**src/rtl/router_out_port.sv**
```systemverilog
// Output port of a packet router: round-robin arbitration across N input channels
// with packet locking, a per-beat data transform and a one-deep registered output stage.
module router_out_port #(
  parameter int W  = 16,
  parameter int N  = 4,
  parameter int SW = $clog2(N)
) (
  input  logic           clk,
  input  logic           rst_n,
  input  logic [N-1:0]   in_valid,
  input  logic [N*W-1:0] in_data,
  input  logic [2*N-1:0] in_op,
  input  logic [N-1:0]   in_last,
  output logic [N-1:0]   in_ready,
  output logic           out_valid,
  output logic [W-1:0]   out_data,
  output logic [SW-1:0]  out_src,
  output logic           out_last,
  input  logic           out_ready
);

  typedef enum logic {IDLE, LOCKED} state_t;

  state_t        state_reg, state_next;
  logic [SW-1:0] lock_ch_reg, lock_ch_next;
  logic [SW-1:0] rr_ptr_reg, rr_ptr_next;

  logic          out_valid_reg;
  logic [W-1:0]  out_data_reg;
  logic [SW-1:0] out_src_reg;
  logic          out_last_reg;

  logic [W-1:0]  ch_data [N];
  logic [1:0]    ch_op   [N];

  logic          load_allowed;
  logic          load;
  logic [SW-1:0] grant;
  logic          eligible;
  logic [SW-1:0] search_grant;
  logic          search_found;
  logic [SW:0]   idx_wide;
  logic [W-1:0]  raw_data;
  logic [1:0]    sel_op;
  logic [W-1:0]  sel_data;
  logic          sel_last;

  assign load_allowed = !out_valid_reg || out_ready;

  // in_ready depends only on valids, output handshake and registered state.
  generate
    for (genvar gi = 0; gi < N; gi++) begin : g_ch
      assign ch_data[gi]  = in_data[gi*W +: W];
      assign ch_op[gi]    = in_op[2*gi +: 2];
      assign in_ready[gi] = rst_n && load_allowed && (grant == SW'(gi));
    end
  endgenerate

  // Descending scan so the last hit is the first valid channel at or above rr_ptr.
  always_comb begin
    search_grant = rr_ptr_reg;
    search_found = 1'b0;
    idx_wide     = '0;
    for (int i = N - 1; i >= 0; i--) begin
      idx_wide = {1'b0, rr_ptr_reg} + (SW+1)'(i);
      if (idx_wide >= (SW+1)'(N)) begin
        idx_wide = idx_wide - (SW+1)'(N);
      end
      if (in_valid[idx_wide]) begin
        search_grant = idx_wide[SW-1:0];
        search_found = 1'b1;
      end
    end
  end

  always_comb begin
    grant    = search_grant;
    eligible = search_found;
    if (state_reg == LOCKED) begin
      grant    = lock_ch_reg;
      eligible = in_valid[lock_ch_reg];
    end
  end

  assign load = load_allowed && eligible;

  always_comb begin
    raw_data = ch_data[grant];
    sel_op   = ch_op[grant];
    sel_last = in_last[grant];
    case (sel_op)
      2'b00:   sel_data = raw_data;
      2'b01:   sel_data = ~raw_data;
      2'b10:   sel_data = {raw_data[W-2:0], raw_data[W-1]};
      default: sel_data = {raw_data[0], raw_data[W-1:1]};
    endcase
  end

  always_ff @(posedge clk or negedge rst_n) begin
    if (!rst_n) begin
      state_reg   <= IDLE;
      lock_ch_reg <= '0;
      rr_ptr_reg  <= '0;
    end else begin
      state_reg   <= state_next;
      lock_ch_reg <= lock_ch_next;
      rr_ptr_reg  <= rr_ptr_next;
    end
  end

  always_comb begin
    state_next   = state_reg;
    lock_ch_next = lock_ch_reg;
    rr_ptr_next  = rr_ptr_reg;
    if (load) begin
      if (sel_last) begin
        state_next  = IDLE;
        rr_ptr_next = (grant == SW'(N - 1)) ? '0 : grant + SW'(1);
      end else if (state_reg == IDLE) begin
        state_next   = LOCKED;
        lock_ch_next = grant;
      end
    end
  end

  // A load replaces the held beat in the same cycle it drains, so no bubble appears.
  always_ff @(posedge clk or negedge rst_n) begin
    if (!rst_n) begin
      out_valid_reg <= 1'b0;
      out_data_reg  <= '0;
      out_src_reg   <= '0;
      out_last_reg  <= 1'b0;
    end else if (load) begin
      out_valid_reg <= 1'b1;
      out_data_reg  <= sel_data;
      out_src_reg   <= grant;
      out_last_reg  <= sel_last;
    end else if (out_ready) begin
      out_valid_reg <= 1'b0;
    end
  end

  assign out_valid = out_valid_reg;
  assign out_data  = out_data_reg;
  assign out_src   = out_src_reg;
  assign out_last  = out_last_reg;

endmodule

```
**config.mk**
```make
export PLATFORM = sky130hd
export DESIGN_NAME = router_out_port
export DESIGN_NICKNAME = d
export VERILOG_FILES = /design/src/rtl/router_out_port.sv
export SDC_FILE = /design/constraint.sdc
export NUM_CORES = 1
export LEC_CHECK = 0
export CORE_MARGIN = 1.5
export CORE_UTILIZATION = 42
export CTS_CLUSTER_DIAMETER = 40
export DETAILED_ROUTE_END_ITERATION = 10
export PLACE_DENSITY_LB_ADDON = 0.2
export SETUP_SLACK_MARGIN = 0.15
export SKIP_LAST_GASP = 1
export SYNTH_ARGS = -nofsm -noshare
export SYNTH_HDL_FRONTEND = slang
export SYNTH_SLANG_ARGS = --single-unit
```
**constraint.sdc**
```tcl
create_clock -name clk -period 3.23 [get_ports clk]
set_input_delay 0.4845 -clock clk [delete_from_list [all_inputs] [get_ports clk]]
set_output_delay 0.4845 -clock clk [all_outputs]
set_load 0.02 [all_outputs]
```
### Word-level counts from Yosys, hierarchy flattened

Index checks and enable logic that the tools add are counted.

| word-level totals | value |
|---|---|
| bits in registers | 25 |
| bits of input ports | 83 |

| operators by class | value |
|---|---|
| reduce and logical (&&, ||, !) cells | 13 |
| add/subtract/negate cells | 8 |
| bitwise gates (word level) | 4 |
| multiplexer cells | 37 |
| equal/unequal tests | 5 |
| order comparisons | 11 |

Operators by type and width:

| cell | count |
|---|---|
| 16-bit case mux with 3 select lines | 1 |
| 16-bit binary-select mux with 2-bit select | 1 |
| 16-bit two-way mux | 2 |
| 2-bit two-way mux | 8 |
| 16-bit NOT | 1 |
| 1-bit two-way mux | 14 |
| 1-bit binary-select mux with 2-bit select | 6 |
| 3-bit >= comparator, second input constant | 4 |
| 3-bit < comparator, second input constant | 4 |
| 3-bit two-way mux | 4 |
| 3-bit subtractor, second input constant | 3 |
| 2-bit by 2-bit adder with 3-bit output, second input constant | 2 |
| 2-bit == test, second input constant | 3 |
| 1-bit logical AND | 6 |
| 2-bit by 3-bit < comparator with 1-bit output, second input constant | 2 |
| 2-bit binary-select mux with 2-bit select | 1 |
| 2-bit by 1-bit == test with 1-bit output, second input constant | 2 |
| 2-bit logical NOT | 2 |
| 2-bit by 1-bit adder with 3-bit output, second input constant | 1 |
| 2-bit by 3-bit >= comparator with 1-bit output, second input constant | 1 |
| 2-bit NOT with 3-bit output | 1 |
| 3-bit AND reduction | 1 |
| 2-bit by 3-bit subtractor with 3-bit output, second input constant | 1 |
| 2-bit by 1-bit adder with 2-bit output, second input constant | 1 |
| 5 further kinds | 6 |

### Depth between registers and ports, before layout

| logic depth | value |
|---|---|
| word-level depth | 16 |
| mapped depth | 11 |
| mapped depth without buffers | 8 |

### Least setup slack after synthesis

No wires, ideal clock.

| path | value |
|---|---|
| path type | input -> output |
| from | input port in_valid[2] |
| to | output port in_ready[2] |
| arrival time | 2.204 ns |
| path slack | 0.542 ns |
| stages on the path | 9 |
| data required time | 2.745 ns |
| cell sequence | nor2b_1 > o21ai_0 > o41ai_1 > mux2i_1 > buf_2 > buf_2 > inv_1 > ha_1 > and3_1 |

| between the ends | value |
|---|---|
| longest elaborated chain between the ends | 9 |
| elaborated cells on any way between the ends | 15 |
| classes of those cells | 1 x eq/ne; 13 x mux; 1 x reduce/logical |

Ends and longest elaborated chain:

| element | line | RTL |
|---|---|---|
| from (decl) | 10 | `input logic [N-1:0] in_valid,` |
| 1-bit binary-select mux with 2-bit select | 69 | `if (in_valid[idx_wide]) begin` |
| 1-bit two-way mux (implied by the code) | 69 |  |
| 2-bit two-way mux (3 in series) | 69 |  |
| 2-bit two-way mux (*) | 69 |  |
| 2-bit two-way mux (*) | 79 | `if (state_reg == LOCKED) begin` |
| via grant[1] | 38 | `logic [SW-1:0] grant;` |
| 2-bit == test (*) | 55 | `assign in_ready[gi] = rst_n && load_allowed && (grant == SW'(gi));` |
| 1-bit logical AND (*) | 55 |  |
| to (decl) | 14 | `output logic [N-1:0] in_ready,` |

Mark *: on every way through the listed nets, which the timed path passes. The rest lies on a longest branch. The select of a mux whose other input is x is not followed.

### Final worst setup path

| path | value |
|---|---|
| from | input port in_valid[0] |
| to | output port in_ready[3] |

| between the ends | value |
|---|---|
| longest elaborated chain between the ends | 9 |
| elaborated cells on any way between the ends | 15 |
| classes of those cells | 1 x eq/ne; 13 x mux; 1 x reduce/logical |

Ends and longest elaborated chain:

| element | line |
|---|---|
| 1-bit binary-select mux with 2-bit select | 69 |
| 1-bit two-way mux (implied by the code) | 69 |
| 2-bit two-way mux (3 in series) | 69 |
| 2-bit two-way mux (*) | 69 |
| 2-bit two-way mux (*) | 79 |
| 2-bit == test (*) | 55 |
| 1-bit logical AND (*) | 55 |

Mark *: on every way between the ends. The rest lies on a longest branch, timed or not. The select of a mux whose other input is x is not followed.

==> flow_summary.toml <==
[outcome]
run_status = "finished, final reports clean"

[grt]
grt_util_all_layers = 0.209
number_of_global_route_vias_before_repair = 2136
first_pass_grt_wire_length_um = 9960
largest_net_degree_at_the_start_of_global_routing = 35
initial_antenna_violation_count = 0
gr-total-overflow = 0

[synth]
mean_cell_area_of_the_mapped_netlist_sq_um = 10.3
synth-warning-count = 0
synth-edff-count = 0
synth.cell_area_sq_mm = 0.00227
syn_nets = 308
synth.area.top_cells = "sky130_fd_sc_hd__dfrtp_1, sky130_fd_sc_hd__mux2i_1, sky130_fd_sc_hd__o2bb2ai_2"
synthArstFlopShare = 1.00
synth-seq-cells = 25
postSynth.topFlopCell = "sky130_fd_sc_hd__dfrtp_1"
synth_cell_type_count = 36
synth.yosys.seq_area_share = 0.276
post-synth-top-area-fraction = 0.276
post_synth_inst_count = 221
synthDominantAreaCellType = "sky130_fd_sc_hd__dfrtp_1"

[routing]
ant_nets = 0
met1Wirelength_um = 2680
via_per_inst = 5.11
route.detailed.drc = 0
top_layer = "met4"
met2_wirelength_um = 2930
wl_per_cell_um = 14.5
vias = 2112
routed_wire_length_um = 6000
wl_met3_um = 357
pre_antenna_drt_iters = 4
detailedRoute.firstIterationViolations = 102

[floorplan]
placeableCoreArea_sq_mm = 0.00514
initial_utilization = 0.441
die_h_um = 76.5
io_pins = 107
floorplan.die_area_sq_mm = 0.00585
core.rowCount = 26
dieWidth_um = 76.5

[finish]
fillerInstances = 388
largest_register_ff_count = 16
final_net_count = 431
stdcell_area_sq_mm = 0.00373
antenna_cells_inserted = 0
final_cell_mix = "sky130_fd_sc_hd__clkdlybuf4s50_1, sky130_fd_sc_hd__mux2i_1, sky130_fd_sc_hd__dfrtp_1, sky130_fd_sc_hd__buf_4, sky130_fd_sc_hd__nand2b_1"
drive_gt1_frac = 0.184
syn2layout_area_growth_pct = 64.3
fin_cells = 413
layout_commonest_cell = "sky130_fd_sc_hd__clkdlybuf4s50_1"

[timing]
hold_ws_ns = 0.469
slew_viol_final = 0
finalCritPeriodShare = 0.862
finalWorstPathRequiredPeriod_ns = 2.78
timing.final.setup_violations = 0
timing.final.hold_violations = 0
tightestPinTransition_ns = 1.19
timing.slew.headroom = 0.203
finClkSkew_ns = 0.00281
max_freq_ghz = 0.359
rsz0062_at_grt = "no"

[hold_path]
worst_hold_path_type = "in -> async"

[power_and_ir_drop]
peakVddDrop_uv = 571
leakage_nw = 1.60
design_power_total_mw = 3.91
power.density_mw_per_mm2 = 1050

[place]
dpl.cell_count = 406
dpl.hpwl_um = 4860
finalWeightedCongestion = 0.930
io_buffers = 106
placement.cell_area_sq_mm = 0.00359

[clocking]
clock-sinks = 25
tritoncts.num_buffers = 3
htree_num_levels = 1
clk-insertion-delay-late_ns = 0.27
postCtsHoldBufs = 0
clk_transition_reported_paths_ns = 0.09
clockBufferDepth = 2
clock-root-buffer = "sky130_fd_sc_hd__clkbuf_8"
tritoncts = "built"

[setup_path]
worst_path_dominant_cell_family = "buffers and inverters"
max_stage_delay_ns = 0.36
worstSetupStartpoint = "in_valid[0]"
critical_path.cell_chain = "dlymetal6s2s_1, nor2_1, a211oi_1, buf_4, o41ai_4, buf_4, buf_4, ha_1, and3_1, dlygate4sd2_1"
endpoint_kind = "output port"
cp.required_ns = 2.75
setup.worst_path.start_class = "input pin"
crit-reg2reg-launch = "rr_ptr_reg[0]"
critical_path.n_buffers_inverters = 5
timing.critical_path.mode_cell = "sky130_fd_sc_hd__buf_4"
worstSetupPathType = "in -> out"
critical_path.max_fanout = 6
crit_path_top_delay_cell = "sky130_fd_sc_hd__o41ai_4"
critPathArrivalTime_ns = 2.30

[job]
max_cap_violations = 0
[cell usage after synthesis (2+ instances only)]
cell type	count
sky130_fd_sc_hd__nand2b_1	13
sky130_fd_sc_hd__o21a_1	2
sky130_fd_sc_hd__buf_4	2
sky130_fd_sc_hd__and3_1	4
sky130_fd_sc_hd__mux4_2	3
sky130_fd_sc_hd__a31oi_1	6
sky130_fd_sc_hd__inv_1	2
sky130_fd_sc_hd__mux2_1	2
sky130_fd_sc_hd__o2bb2ai_1	4
sky130_fd_sc_hd__mux2i_1	60
sky130_fd_sc_hd__nand2_1	11
sky130_fd_sc_hd__a21boi_1	6
sky130_fd_sc_hd__a31oi_2	6
sky130_fd_sc_hd__ha_1	4
sky130_fd_sc_hd__dfrtp_1	25
sky130_fd_sc_hd__nor2b_1	5
sky130_fd_sc_hd__nor3_1	2
sky130_fd_sc_hd__buf_2	9
sky130_fd_sc_hd__clkbuf_1	3
sky130_fd_sc_hd__o2bb2ai_2	6
sky130_fd_sc_hd__xnor2_1	10
sky130_fd_sc_hd__o21ai_0	5
sky130_fd_sc_hd__nor2_1	10
sky130_fd_sc_hd__buf_6	4
sky130_fd_sc_hd__a21oi_1	6
[area by class of cell]
class,instances,area [sq um],share of cell area
multi-input combinational,175,1590,0.427
timing repair buffer,136,1360,0.366
sequential,25,626,0.168
tap,70,87.6,0.0235
clock buffer,3,41.3,0.0111
inverter,3,13.8,0.00369
clock inverter,1,5.00,0.00134
[worst paths after layout]
path                                        to  slack, ns  cells past startpoint
worst max-delay path               in_ready[3]       0.45                     10
worst min-delay path                  out_last       0.47                      1
worst max register to register     out_data[2]       0.54                     12
worst min register to register  lock_ch_reg[0]       0.54                      1
max in group asynchronous         out_data[15]       2.27                      2
min in group clk                lock_ch_reg[0]       0.54                      1
[layer usage]
| layer | up-vias | track usage |
|---|---|---|
| met4 | 0 | 0.0389 |
| met5 | - | 0 |
| li1 | 1058 | - |
| met2 | 82 | 0.358 |
| met1 | 968 | 0.277 |
| met3 | 4 | 0.0359 |
[worst reg2reg max path, stage by stage (launching register included)]
cell	delay, ns
sky130_fd_sc_hd__dfrtp_1	0.45
sky130_fd_sc_hd__nor2b_4	0.06
sky130_fd_sc_hd__o21ba_1	0.22
sky130_fd_sc_hd__o41ai_4	0.34
sky130_fd_sc_hd__buf_4	0.19
sky130_fd_sc_hd__buf_4	0.11
sky130_fd_sc_hd__buf_4	0.18
sky130_fd_sc_hd__mux2i_4	0.26
sky130_fd_sc_hd__mux2i_4	0.11
sky130_fd_sc_hd__buf_12	0.19
sky130_fd_sc_hd__nand2b_1	0.19
sky130_fd_sc_hd__a31oi_1	0.17
sky130_fd_sc_hd__a21boi_1	0.17
[what timing repair did]
action                                 in CTS  in global routing
setup endpoints to repair                   4                 22
setup buffers                               2                  0
pin swaps                                   1                  1
resized for setup                           5                 12
cloned                                      0                  1
endpoints found under the hold margin       0                  0
[where the power goes]
| part | switching [mW] | leakage [nW] | internal [mW] |
|---|---|---|---|
| Clock | 0.100 | 0.0255 | 0.0863 |
| Combinational | 1.48 | 1.30 | 1.64 |
| Sequential | 0.130 | 0.281 | 0.481 |
[kinds of logic after synthesis]
group,after synthesis,synth area share
muxes,66,0.310
and+or+nand+nor,49,0.119
AOI/OAI and AO/OA,46,0.178
DFF,25,0.276
buffers and inverters,21,0.0574
xor gates and xnor gates,10,0.0386
adders and majority gates,4,0.0221
[stage by stage]
stage          setup TNS, ns   util  setup WS, ns
2_1_floorplan              0      -         0.542
3_3_place_gp          -0.148  0.699       -0.0598
3_5_place_dp          -0.757  0.699        -0.101
4_1_cts                    0  0.711        0.0865
5_1_grt                    0  0.725         0.273
6_report                   0  0.725         0.447
Note: power is estimated with default switching activity, not from simulation.
